[src/rtl/instruction_memory_loader_if.sv]
// Byte-stream loader bus: host byte link in, instruction-memory byte write port and
// core/status lines out. The loader uses the slave modport.
interface instruction_memory_loader_if #(
   parameter int unsigned ADDR_WIDTH = 64
);
   logic                  Load_Start;
   logic [7:0]            Byte_In;
   logic                  Byte_Valid;
   logic                  Byte_Ready;
   logic                  Mem_Write_Enable;
   logic [ADDR_WIDTH-1:0] Mem_Address;
   logic [7:0]            Mem_Write_Data;
   logic                  Core_Hold;
   logic                  Load_Done;
   logic                  Load_Error;

   modport master (
      output Load_Start, Byte_In, Byte_Valid,
      input  Byte_Ready, Mem_Write_Enable, Mem_Address, Mem_Write_Data,
             Core_Hold, Load_Done, Load_Error
   );

   modport slave (
      input  Load_Start, Byte_In, Byte_Valid,
      output Byte_Ready, Mem_Write_Enable, Mem_Address, Mem_Write_Data,
             Core_Hold, Load_Done, Load_Error
   );
endinterface

[src/rtl/instruction_memory_loader.sv]
// Streams a length-prefixed program into byte-wide instruction memory, little-endian, holding the core.
// Optional feature: define LOADER_CHECKSUM_EN to require a trailing XOR checksum byte.
module instruction_memory_loader #(
   parameter int unsigned MEM_BYTES    = 256,
   parameter int unsigned ADDR_WIDTH   = 64,
   parameter int unsigned BASE_ADDRESS = 0
) (
   input logic                   clk,
   input logic                   reset,
   instruction_memory_loader_if.slave bus
);
`ifdef LOADER_CHECKSUM_EN
   localparam bit CHK_EN = 1'b1;
`else
   localparam bit CHK_EN = 1'b0;
`endif
   localparam logic [17:0]           CAP  = 18'(MEM_BYTES - BASE_ADDRESS);
   localparam logic [ADDR_WIDTH-1:0] BASE = ADDR_WIDTH'(BASE_ADDRESS);

   typedef enum logic [2:0] {
      S_IDLE, S_COUNT_LO, S_COUNT_HI, S_DATA, S_CHECK, S_DONE
   } state_t;

   state_t                r_state, w_state_nxt;
   logic [7:0]            r_cnt_lo;
   logic [17:0]           r_bcnt;
   logic [7:0]            r_csum;
   logic [ADDR_WIDTH-1:0] r_ptr;
   logic [ADDR_WIDTH-1:0] r_addr;
   logic [7:0]            r_wdata;
   logic                  r_we, r_hold, r_done, r_err;
   logic                  w_ready, w_xfer;
   logic [15:0]           w_n;
   logic [17:0]           w_total;

   always_comb begin
      w_state_nxt = r_state;
      w_ready     = (r_state == S_COUNT_LO) || (r_state == S_COUNT_HI) ||
                    (r_state == S_DATA)     || (r_state == S_CHECK);
      w_xfer      = w_ready && bus.Byte_Valid;
      w_n         = {bus.Byte_In, r_cnt_lo};
      w_total     = {w_n, 2'b00};
      case (r_state)
         S_IDLE, S_DONE: if (bus.Load_Start) w_state_nxt = S_COUNT_LO;
         S_COUNT_LO:     if (w_xfer) w_state_nxt = S_COUNT_HI;
         S_COUNT_HI: begin
            if (w_xfer) begin
               if (w_n == 16'd0)     w_state_nxt = CHK_EN ? S_CHECK : S_DONE;
               else if (w_total > CAP) w_state_nxt = S_DONE;
               else                    w_state_nxt = S_DATA;
            end
         end
         S_DATA:  if (w_xfer && r_bcnt == 18'd1) w_state_nxt = CHK_EN ? S_CHECK : S_DONE;
         S_CHECK: if (w_xfer) w_state_nxt = S_DONE;
         default: w_state_nxt = S_IDLE;
      endcase
   end

   always_ff @(posedge clk) begin
      if (!reset) begin
         r_state  <= S_IDLE;
         r_cnt_lo <= '0;
         r_bcnt   <= '0;
         r_csum   <= '0;
         r_ptr    <= BASE;
         r_addr   <= BASE;
         r_wdata  <= '0;
         r_we     <= 1'b0;
         r_hold   <= 1'b0;
         r_done   <= 1'b0;
         r_err    <= 1'b0;
      end else begin
         r_state <= w_state_nxt;
         r_we    <= 1'b0;
         case (r_state)
            S_IDLE, S_DONE: begin
               if (bus.Load_Start) begin
                  r_hold <= 1'b1;
                  r_done <= 1'b0;
                  r_err  <= 1'b0;
                  r_csum <= '0;
               end
            end
            S_COUNT_LO: if (w_xfer) r_cnt_lo <= bus.Byte_In;
            S_COUNT_HI: begin
               if (w_xfer) begin
                  if (w_n == 16'd0) begin
                     if (!CHK_EN) begin
                        r_done <= 1'b1;
                        r_hold <= 1'b0;
                     end
                  end else if (w_total > CAP) begin
                     // Oversized program: fail without writing, keep the core held
                     r_done <= 1'b1;
                     r_err  <= 1'b1;
                  end else begin
                     r_bcnt <= w_total;
                     r_ptr  <= BASE;
                  end
               end
            end
            S_DATA: begin
               if (w_xfer) begin
                  r_we    <= 1'b1;
                  r_wdata <= bus.Byte_In;
                  r_addr  <= r_ptr;
                  r_ptr   <= r_ptr + ADDR_WIDTH'(1);
                  r_bcnt  <= r_bcnt - 18'd1;
                  r_csum  <= r_csum ^ bus.Byte_In;
                  if (r_bcnt == 18'd1 && !CHK_EN) begin
                     r_done <= 1'b1;
                     r_hold <= 1'b0;
                  end
               end
            end
            S_CHECK: begin
               if (w_xfer) begin
                  r_done <= 1'b1;
                  if (bus.Byte_In != r_csum) r_err  <= 1'b1;
                  else                       r_hold <= 1'b0;
               end
            end
            default: ;
         endcase
      end
   end

   assign bus.Byte_Ready       = w_ready;
   assign bus.Mem_Write_Enable = r_we;
   assign bus.Mem_Address      = r_addr;
   assign bus.Mem_Write_Data   = r_wdata;
   assign bus.Core_Hold        = r_hold;
   assign bus.Load_Done        = r_done;
   assign bus.Load_Error       = r_err;
endmodule

[src/flat_wrapper.sv]
// flat-port wrapper written by rule: the top's interface ports become plain ports
module instruction_memory_loader_flat 
#(
   parameter int unsigned MEM_BYTES    = 256,
   parameter int unsigned ADDR_WIDTH   = 64,
   parameter int unsigned BASE_ADDRESS = 0
)
  (clk, reset, bus_Load_Start, bus_Byte_In, bus_Byte_Valid, bus_Byte_Ready, bus_Mem_Write_Enable, bus_Mem_Address, bus_Mem_Write_Data, bus_Core_Hold, bus_Load_Done, bus_Load_Error);
  instruction_memory_loader_if #(.ADDR_WIDTH(ADDR_WIDTH)) bus_i ();
  input logic clk;
  input logic reset;
  input wire logic [$bits(bus_i.Load_Start)-1:0] bus_Load_Start;
  input wire logic [$bits(bus_i.Byte_In)-1:0] bus_Byte_In;
  input wire logic [$bits(bus_i.Byte_Valid)-1:0] bus_Byte_Valid;
  output wire logic [$bits(bus_i.Byte_Ready)-1:0] bus_Byte_Ready;
  output wire logic [$bits(bus_i.Mem_Write_Enable)-1:0] bus_Mem_Write_Enable;
  output wire logic [$bits(bus_i.Mem_Address)-1:0] bus_Mem_Address;
  output wire logic [$bits(bus_i.Mem_Write_Data)-1:0] bus_Mem_Write_Data;
  output wire logic [$bits(bus_i.Core_Hold)-1:0] bus_Core_Hold;
  output wire logic [$bits(bus_i.Load_Done)-1:0] bus_Load_Done;
  output wire logic [$bits(bus_i.Load_Error)-1:0] bus_Load_Error;
  assign bus_i.Load_Start = bus_Load_Start;
  assign bus_i.Byte_In = bus_Byte_In;
  assign bus_i.Byte_Valid = bus_Byte_Valid;
  assign bus_Byte_Ready = bus_i.Byte_Ready;
  assign bus_Mem_Write_Enable = bus_i.Mem_Write_Enable;
  assign bus_Mem_Address = bus_i.Mem_Address;
  assign bus_Mem_Write_Data = bus_i.Mem_Write_Data;
  assign bus_Core_Hold = bus_i.Core_Hold;
  assign bus_Load_Done = bus_i.Load_Done;
  assign bus_Load_Error = bus_i.Load_Error;
  instruction_memory_loader #(.MEM_BYTES(MEM_BYTES), .ADDR_WIDTH(ADDR_WIDTH), .BASE_ADDRESS(BASE_ADDRESS)) u_core (.clk(clk), .reset(reset), .bus(bus_i));
endmodule
[config.mk]
export PLATFORM = sky130hd
export DESIGN_NAME = instruction_memory_loader_flat
export DESIGN_NICKNAME = d
export VERILOG_FILES = /design/src/rtl/instruction_memory_loader_if.sv /design/src/rtl/instruction_memory_loader.sv /design/src/flat_wrapper.sv
export SDC_FILE = /design/constraint.sdc
export NUM_CORES = 1
export LEC_CHECK = 0
export CAP_MARGIN = 20
export CORE_MARGIN = 10
export CORE_UTILIZATION = 43
export CTS_CLUSTER_SIZE = 8
export DETAILED_ROUTE_END_ITERATION = 10
export GPL_ROUTABILITY_DRIVEN = 0
export PLACE_DENSITY_LB_ADDON = 0.25
export SYNTH_ARGS = -nofsm -noshare
export SYNTH_HDL_FRONTEND = slang
export SYNTH_SLANG_ARGS = --single-unit
[constraint.sdc]
create_clock -name clk -period 2.4 [get_ports clk]
set_clock_uncertainty 0.2 [all_clocks]
set_input_delay 0.36 -clock clk [delete_from_list [all_inputs] [get_ports clk]]
set_output_delay 0.36 -clock clk [all_outputs]
set_load 0.02 [all_outputs]
# Word-level counts from Yosys, hierarchy flattened
# Cells that the tools add are included.
[op_classes]
reduce_logical = 21
n_lt_le_gt_ge = 1
muxes = 43
addsub = 2
bitwise = 1
n_eq_ne = 21
[ops]
columns = ["operator", "count"]
rows = [
  ["2-to-1 mux 64 bit", 4],
  ["one-hot mux 64 bit (2 select lines)", 1],
  ["2-to-1 mux 18 bit", 4],
  ["adder 64 x 1 -> 64 bit (second input constant)", 1],
  ["one-hot mux 18 bit (2 select lines)", 1],
  ["2-to-1 mux 3 bit", 7],
  ["2-to-1 mux 1 bit", 19],
  ["== test 18 x 1 -> 1 bit (second input constant)", 1],
  ["greater-than comparator 18 x 9 -> 1 bit (second input constant)", 1],
  ["!= test 2 bit (second input constant)", 9],
  ["subtractor 18 x 1 -> 18 bit (second input constant)", 1],
  ["logical NOT 16 bit", 1],
  ["2-to-1 mux 8 bit", 2],
  ["one-hot mux 8 bit (2 select lines)", 1],
  ["one-hot mux 3 bit (5 select lines)", 1],
  ["AND reduction 7 bit", 2],
  ["AND reduction 5 bit", 2],
  ["!= test 2 x 1 -> 1 bit (second input constant)", 4],
  ["!= test 8 bit", 1],
  ["one-hot mux 1 bit (4 select lines)", 2],
  ["AND reduction 8 bit", 1],
  ["bitwise XOR 8 bit", 1],
  ["== test 3 x 2 -> 1 bit (second input constant)", 2],
  ["== test 3 bit (second input constant)", 2],
  ["12 further kinds", 18],
]
[totals]
in_bits = 12
wordCells = 100
regBits = 177
output_inout_bits = 77

# Depth between registers and ports, before layout
[logic_depth]
ltp_word = 8
ltp_mapped = 9
mapped_depth_nobuf = 7

# Worst setup path after synthesis
# No wires, ideal clock.
[synth_path]
path_type = "register -> register"
from = "register u_core.r_cnt_lo[0]"
to = "register u_core.r_ptr[12]"
arrival_ps = 2187
period_less_slack_ps = 2474
stages_incl_launch_ff = 9
path_buffers = 3
required_time_ps = 2113
setup_slack_ps = -74
cell_sequence = "dfxtp_1 or4_4 or4_1 buf_2 a31oi_4 buf_4 buf_4 o311ai_0 o31ai_1"
[synth_between]
elab_chain_len = 3
[synth_rtl]
columns = ["item", "line_no", "rtl"]
rows = [
  ["start: declaration", "instruction_memory_loader.sv:25", "logic [7:0] r_cnt_lo;"],
  ["start signal: assignment", "instruction_memory_loader.sv:84", "S_COUNT_LO: if (w_xfer) r_cnt_lo <= bus.Byte_In;"],
  ["greater-than comparator 18 x 9 -> 1 bit / logical NOT 16 bit (equally long branches)", "instruction_memory_loader.sv:92, instruction_memory_loader.sv:87", ""],
  ["!= test 2 bit (no line)", "-", ""],
  ["AND reduction 5 bit (no line) *", "-", ""],
  ["end signal: assignment", "instruction_memory_loader.sv:107", "r_ptr <= r_ptr + ADDR_WIDTH'(1);"],
  ["end: declaration", "instruction_memory_loader.sv:28", "logic [ADDR_WIDTH-1:0] r_ptr;"],
]
# Every way passes the cells marked *; elsewhere a longest branch is shown, timed or not.
# A chain may end at the register's enable or synchronous reset.

# Final worst setup path
[layout_path]
from = "register u_core.r_cnt_lo[0]"
to = "register u_core.r_bcnt[8]"
[layout_between]
elab_chain_len = 3
[layout_rtl]
columns = ["item", "line_no", "rtl"]
rows = [
  ["greater-than comparator 18 x 9 -> 1 bit / logical NOT 16 bit (equally long branches)", "instruction_memory_loader.sv:92, instruction_memory_loader.sv:87", ""],
  ["!= test 2 bit (no line)", "-", ""],
  ["AND reduction 5 bit (no line) *", "-", ""],
  ["end signal: assignment", "instruction_memory_loader.sv:97", "r_bcnt <= w_total;"],
  ["end signal: assignment", "instruction_memory_loader.sv:108", "r_bcnt <= r_bcnt - 18'd1;"],
  ["end: declaration", "instruction_memory_loader.sv:26", "logic [17:0] r_bcnt;"],
]
# Marked as above.

==> run_results.csv <==
group,metric,value,unit
run_status,outcome,"finished, violations left",
run_status,violated_checks,"negative setup slack",
place,port-buffer-count,88,
sta,maxClockFrequency,382,MHz
clock_tree,cts-htree-levels,4,
setup_path,timing.reg2reg.worst_path_depth,7,
die,io_pins,89,
sta,layout_worst_path_cycle_share,109,%
grt,wire_length_of_the_first_global_routing_pass,41000,um
sta,worst_hold_margin,0.253,ns
setup_path,crit_required,2.53,ns
route,detail_route.vias_per_cell,5.62,
power,power_frac_seq,40.3,%
synthesis,yosysUniqueCellTypes,63,
setup_path,critical_path_class,"reg2reg",
power,p_comb_share,22.0,%
grt,grt_start_max_net_pins,71,
setup_path,critical_path_peak_fanout,25,
hold_path,holdCritPathClass,"reg2reg",
grt,grt_usage,18.8,%
grt,grt_antenna_before_repair,0,
route,wl_per_cell,16.7,um
route,finalWirelength,25300,um
run,max_cap_viol_count,0,
hold_path,hold-path-cell-count,2,
route,drt_first_pass_iters,8,
die,chipHeight,161,um
route,num_vias,8520,
die,floorplan.initialDensity,43.6,%
die,core.rowCount,51,
die,fp.dieW,161,um
sta,final_critical_path_setup_slack,-0.218,ns
sta,setup_viol_count_final,78,
setup_path,worstPathArrival,2.75,ns
synthesis,post_syn_area_per_cell,7.91,um^2
final_layout,most-common-layout-cells,"sky130_fd_sc_hd__nand2_1 (232), sky130_fd_sc_hd__dfxtp_1 (177), sky130_fd_sc_hd__a21oi_1 (119)",
route,detail_route.drc_violations,0,
clock_tree,ctsRootBufferMaster,"sky130_fd_sc_hd__clkbuf_16",
sta,setup_repair_after_global_routing_missed_its_margin,"yes",
setup_path,setup.worst_path.start_class,"flip-flop",
sta,finalMaxSlewViolations,0,
grt,first_global_vias,8234,
final_layout,total_inserted_antenna_cells,0,
synthesis,synthArstFlopShare,0,%
sta,max-slew-margin-rel,65.2,%
clock_tree,clk_latency,0.44,ns
final_layout,layout.cells.most_common,"sky130_fd_sc_hd__nand2_1",
power,part_of_the_total_power_dissipated_in_the_clock_network,37.8,%
route,initialDrtViolationCount,702,
route,final_antenna_net_count,0,
power,max-vdd-ir-drop,0.000517,V
synthesis,synth.cell_area,0.00849,mm^2
final_layout,final_net_count,1253,
sta,worstMarginPinSlew,0.514,ns
power,power_per_cell_area,662,mW/mm^2
power,p_leak,3.88,nW
clock_tree,clkSlewWorstSetupHoldPaths,0.07,ns
die,design.die.area,0.0258,mm^2
clock_tree,cts_buffers,17,
synthesis,synthCells,1074,
setup_path,endpoint_kind,"flip-flop",
synthesis,syn_nets,1089,
clock_tree,holdBufCountCts,0,
clock_tree,cts_max_path_buffers,2,
grt,overflow,0,
clock_tree,tritoncts,"yes",
synthesis,synth-seq-cells,177,
final_layout,flow.area_growth_from_synthesis,35.9,%
power,switching_share,30.7,%
place,place.detailed.hpwl,16500,um
die,core_area,0.0195,mm^2
synthesis,ys_seq_area_share,41.7,%
final_layout,drive_gt1_share,17.0,%
power,internal-power,5.29,mW
sta,final-hold-violation-count,0,
sta,setup_tns,-9.79,ns
clock_tree,clock-sinks,177,
synthesis,synth-main-ff-cell,"sky130_fd_sc_hd__dfxtp_1",
power,power.switching,2.35,mW
synthesis,yosys_warnings,0,
synthesis,synth_enable_flop_cells,0,
sta,shortest_clock_period_the_worst_path_allows_after_layout,2.62,ns
-- layer usage --
metal,GRT usage (%),up-vias,wire length (um)
met2,31.4,254,12200
met4,6.14,0,478
met5,0,-,0
met3,4.42,43,1590
li1,-,4171,-
met1,23.5,4052,11000
-- state kept, by name, indices dropped and copies added (netlist names) --
signal and cells:
u_core.r_state 3, u_core.r_cnt_lo 8, u_core.bus.Mem_Write_Enable 1, u_core.bus.Core_Hold 1, u_core.bus.Load_Error 1, u_core.bus.Mem_Address 64, u_core.r_ptr 64, u_core.bus.Mem_Write_Data 8
u_core.r_csum 8, u_core.r_bcnt 18, u_core.bus.Load_Done 1
-- synth_stat cells (all sizes together) (4+ instances only) --
master / count / area [um^2]
nand2: 234 / 878
mux2i: 42 / 420
a21oi: 123 / 616
clkbuf: 52 / 195
a311oi: 5 / 43.8
nand4: 31 / 194
o311ai: 8 / 70.1
nor4: 27 / 188
or3: 7 / 43.8
nand3: 40 / 200
nor2b: 11 / 68.8
buf: 20 / 151
o31ai: 27 / 216
nand2b: 49 / 307
nor2: 47 / 179
nor4b: 12 / 105
or2: 5 / 31.3
a31oi: 12 / 105
or4: 17 / 131
o21ai: 36 / 180
dfxtp: 177 / 3540
and4: 4 / 35.0
inv: 16 / 60.1
nor3: 21 / 110
nor3b: 5 / 37.5
-- metrics by stage --
stage,setup slack [ns],instance area [um^2],instances,power (mW),utilization [%]
after floorplan,-0.0621,8580,1074,4.05,-
after global placement,-0.605,10400,1464,4.61,53.3
after detailed placement,-0.647,10400,1464,4.62,53.3
after CTS,-0.195,11300,1508,7.58,58.0
after global routing,-0.267,11500,1516,7.95,59.3
final,-0.218,11500,1516,7.64,59.3
-- logic make-up (layout without fill, tap and decap cells) --
kind of cell,Yosys count,after routing,synth area share [%]
and+or+nand+nor,522,522,30.7
AOI/OAI and AO/OA,236,236,16.9
DFF,177,177,41.7
buffers and inverters,90,267,4.88
muxes,42,42,4.95
xor gates and xnor gates,4,4,0.413
adders and majority gates,3,3,0.442
-- area by class of cell --
cell class                 instances  area (um^2)
fill                            1732         7920
multi-input combinational        807         4760
sequential                       177         3540
clock inverter                    15          181
clock buffer                      17          425
inverter                          18         68.8
tap                              265          332
timing repair buffer             217         2230
-- power groups by stage --
| stage | clock network [mW] | logic, mW | registers (mW) |
|---|---|---|---|
| 3_5_place_dp | 0 | 1.48 | 3.14 |
| 5_1_grt | 3.05 | 1.81 | 3.09 |
| 4_1_cts | 2.92 | 1.59 | 3.08 |
| 3_3_place_gp | 0 | 1.47 | 3.14 |
| 6_report | 2.88 | 1.68 | 3.08 |
| 2_1_floorplan | 0 | 0.898 | 3.15 |
-- timing repair --
action | in CTS | in global routing
setup endpoints to repair | 82 | 83
buffers inserted | 7 | 5
cloned | 5 | 4
gates resized for setup | 26 | 29
pin swaps | 3 | 4
hold endpoints to repair | 0 | 0
-- worst paths after layout --
path	end	startpoint	slack, ns
max reg2reg	u_core.r_bcnt[8]	u_core.r_cnt_lo[0]	-0.22
min reg2reg	u_core.bus.Mem_Address[6]	u_core.bus.Mem_Address[6]	0.25
max	u_core.r_bcnt[8]	u_core.r_cnt_lo[0]	-0.22
min	u_core.bus.Mem_Address[6]	u_core.bus.Mem_Address[6]	0.25
-- critical path: stages, from the launching register on --
cell and delay (ns):
sky130_fd_sc_hd__dfxtp_1 0.32, sky130_fd_sc_hd__or4_4 0.54, sky130_fd_sc_hd__or4_4 0.46, sky130_fd_sc_hd__a31oi_4 0.32, sky130_fd_sc_hd__buf_8 0.24, sky130_fd_sc_hd__buf_4 0.17, sky130_fd_sc_hd__nor3_2 0.04, sky130_fd_sc_hd__o221a_2 0.22
Power figures use the tool's default switching activity.
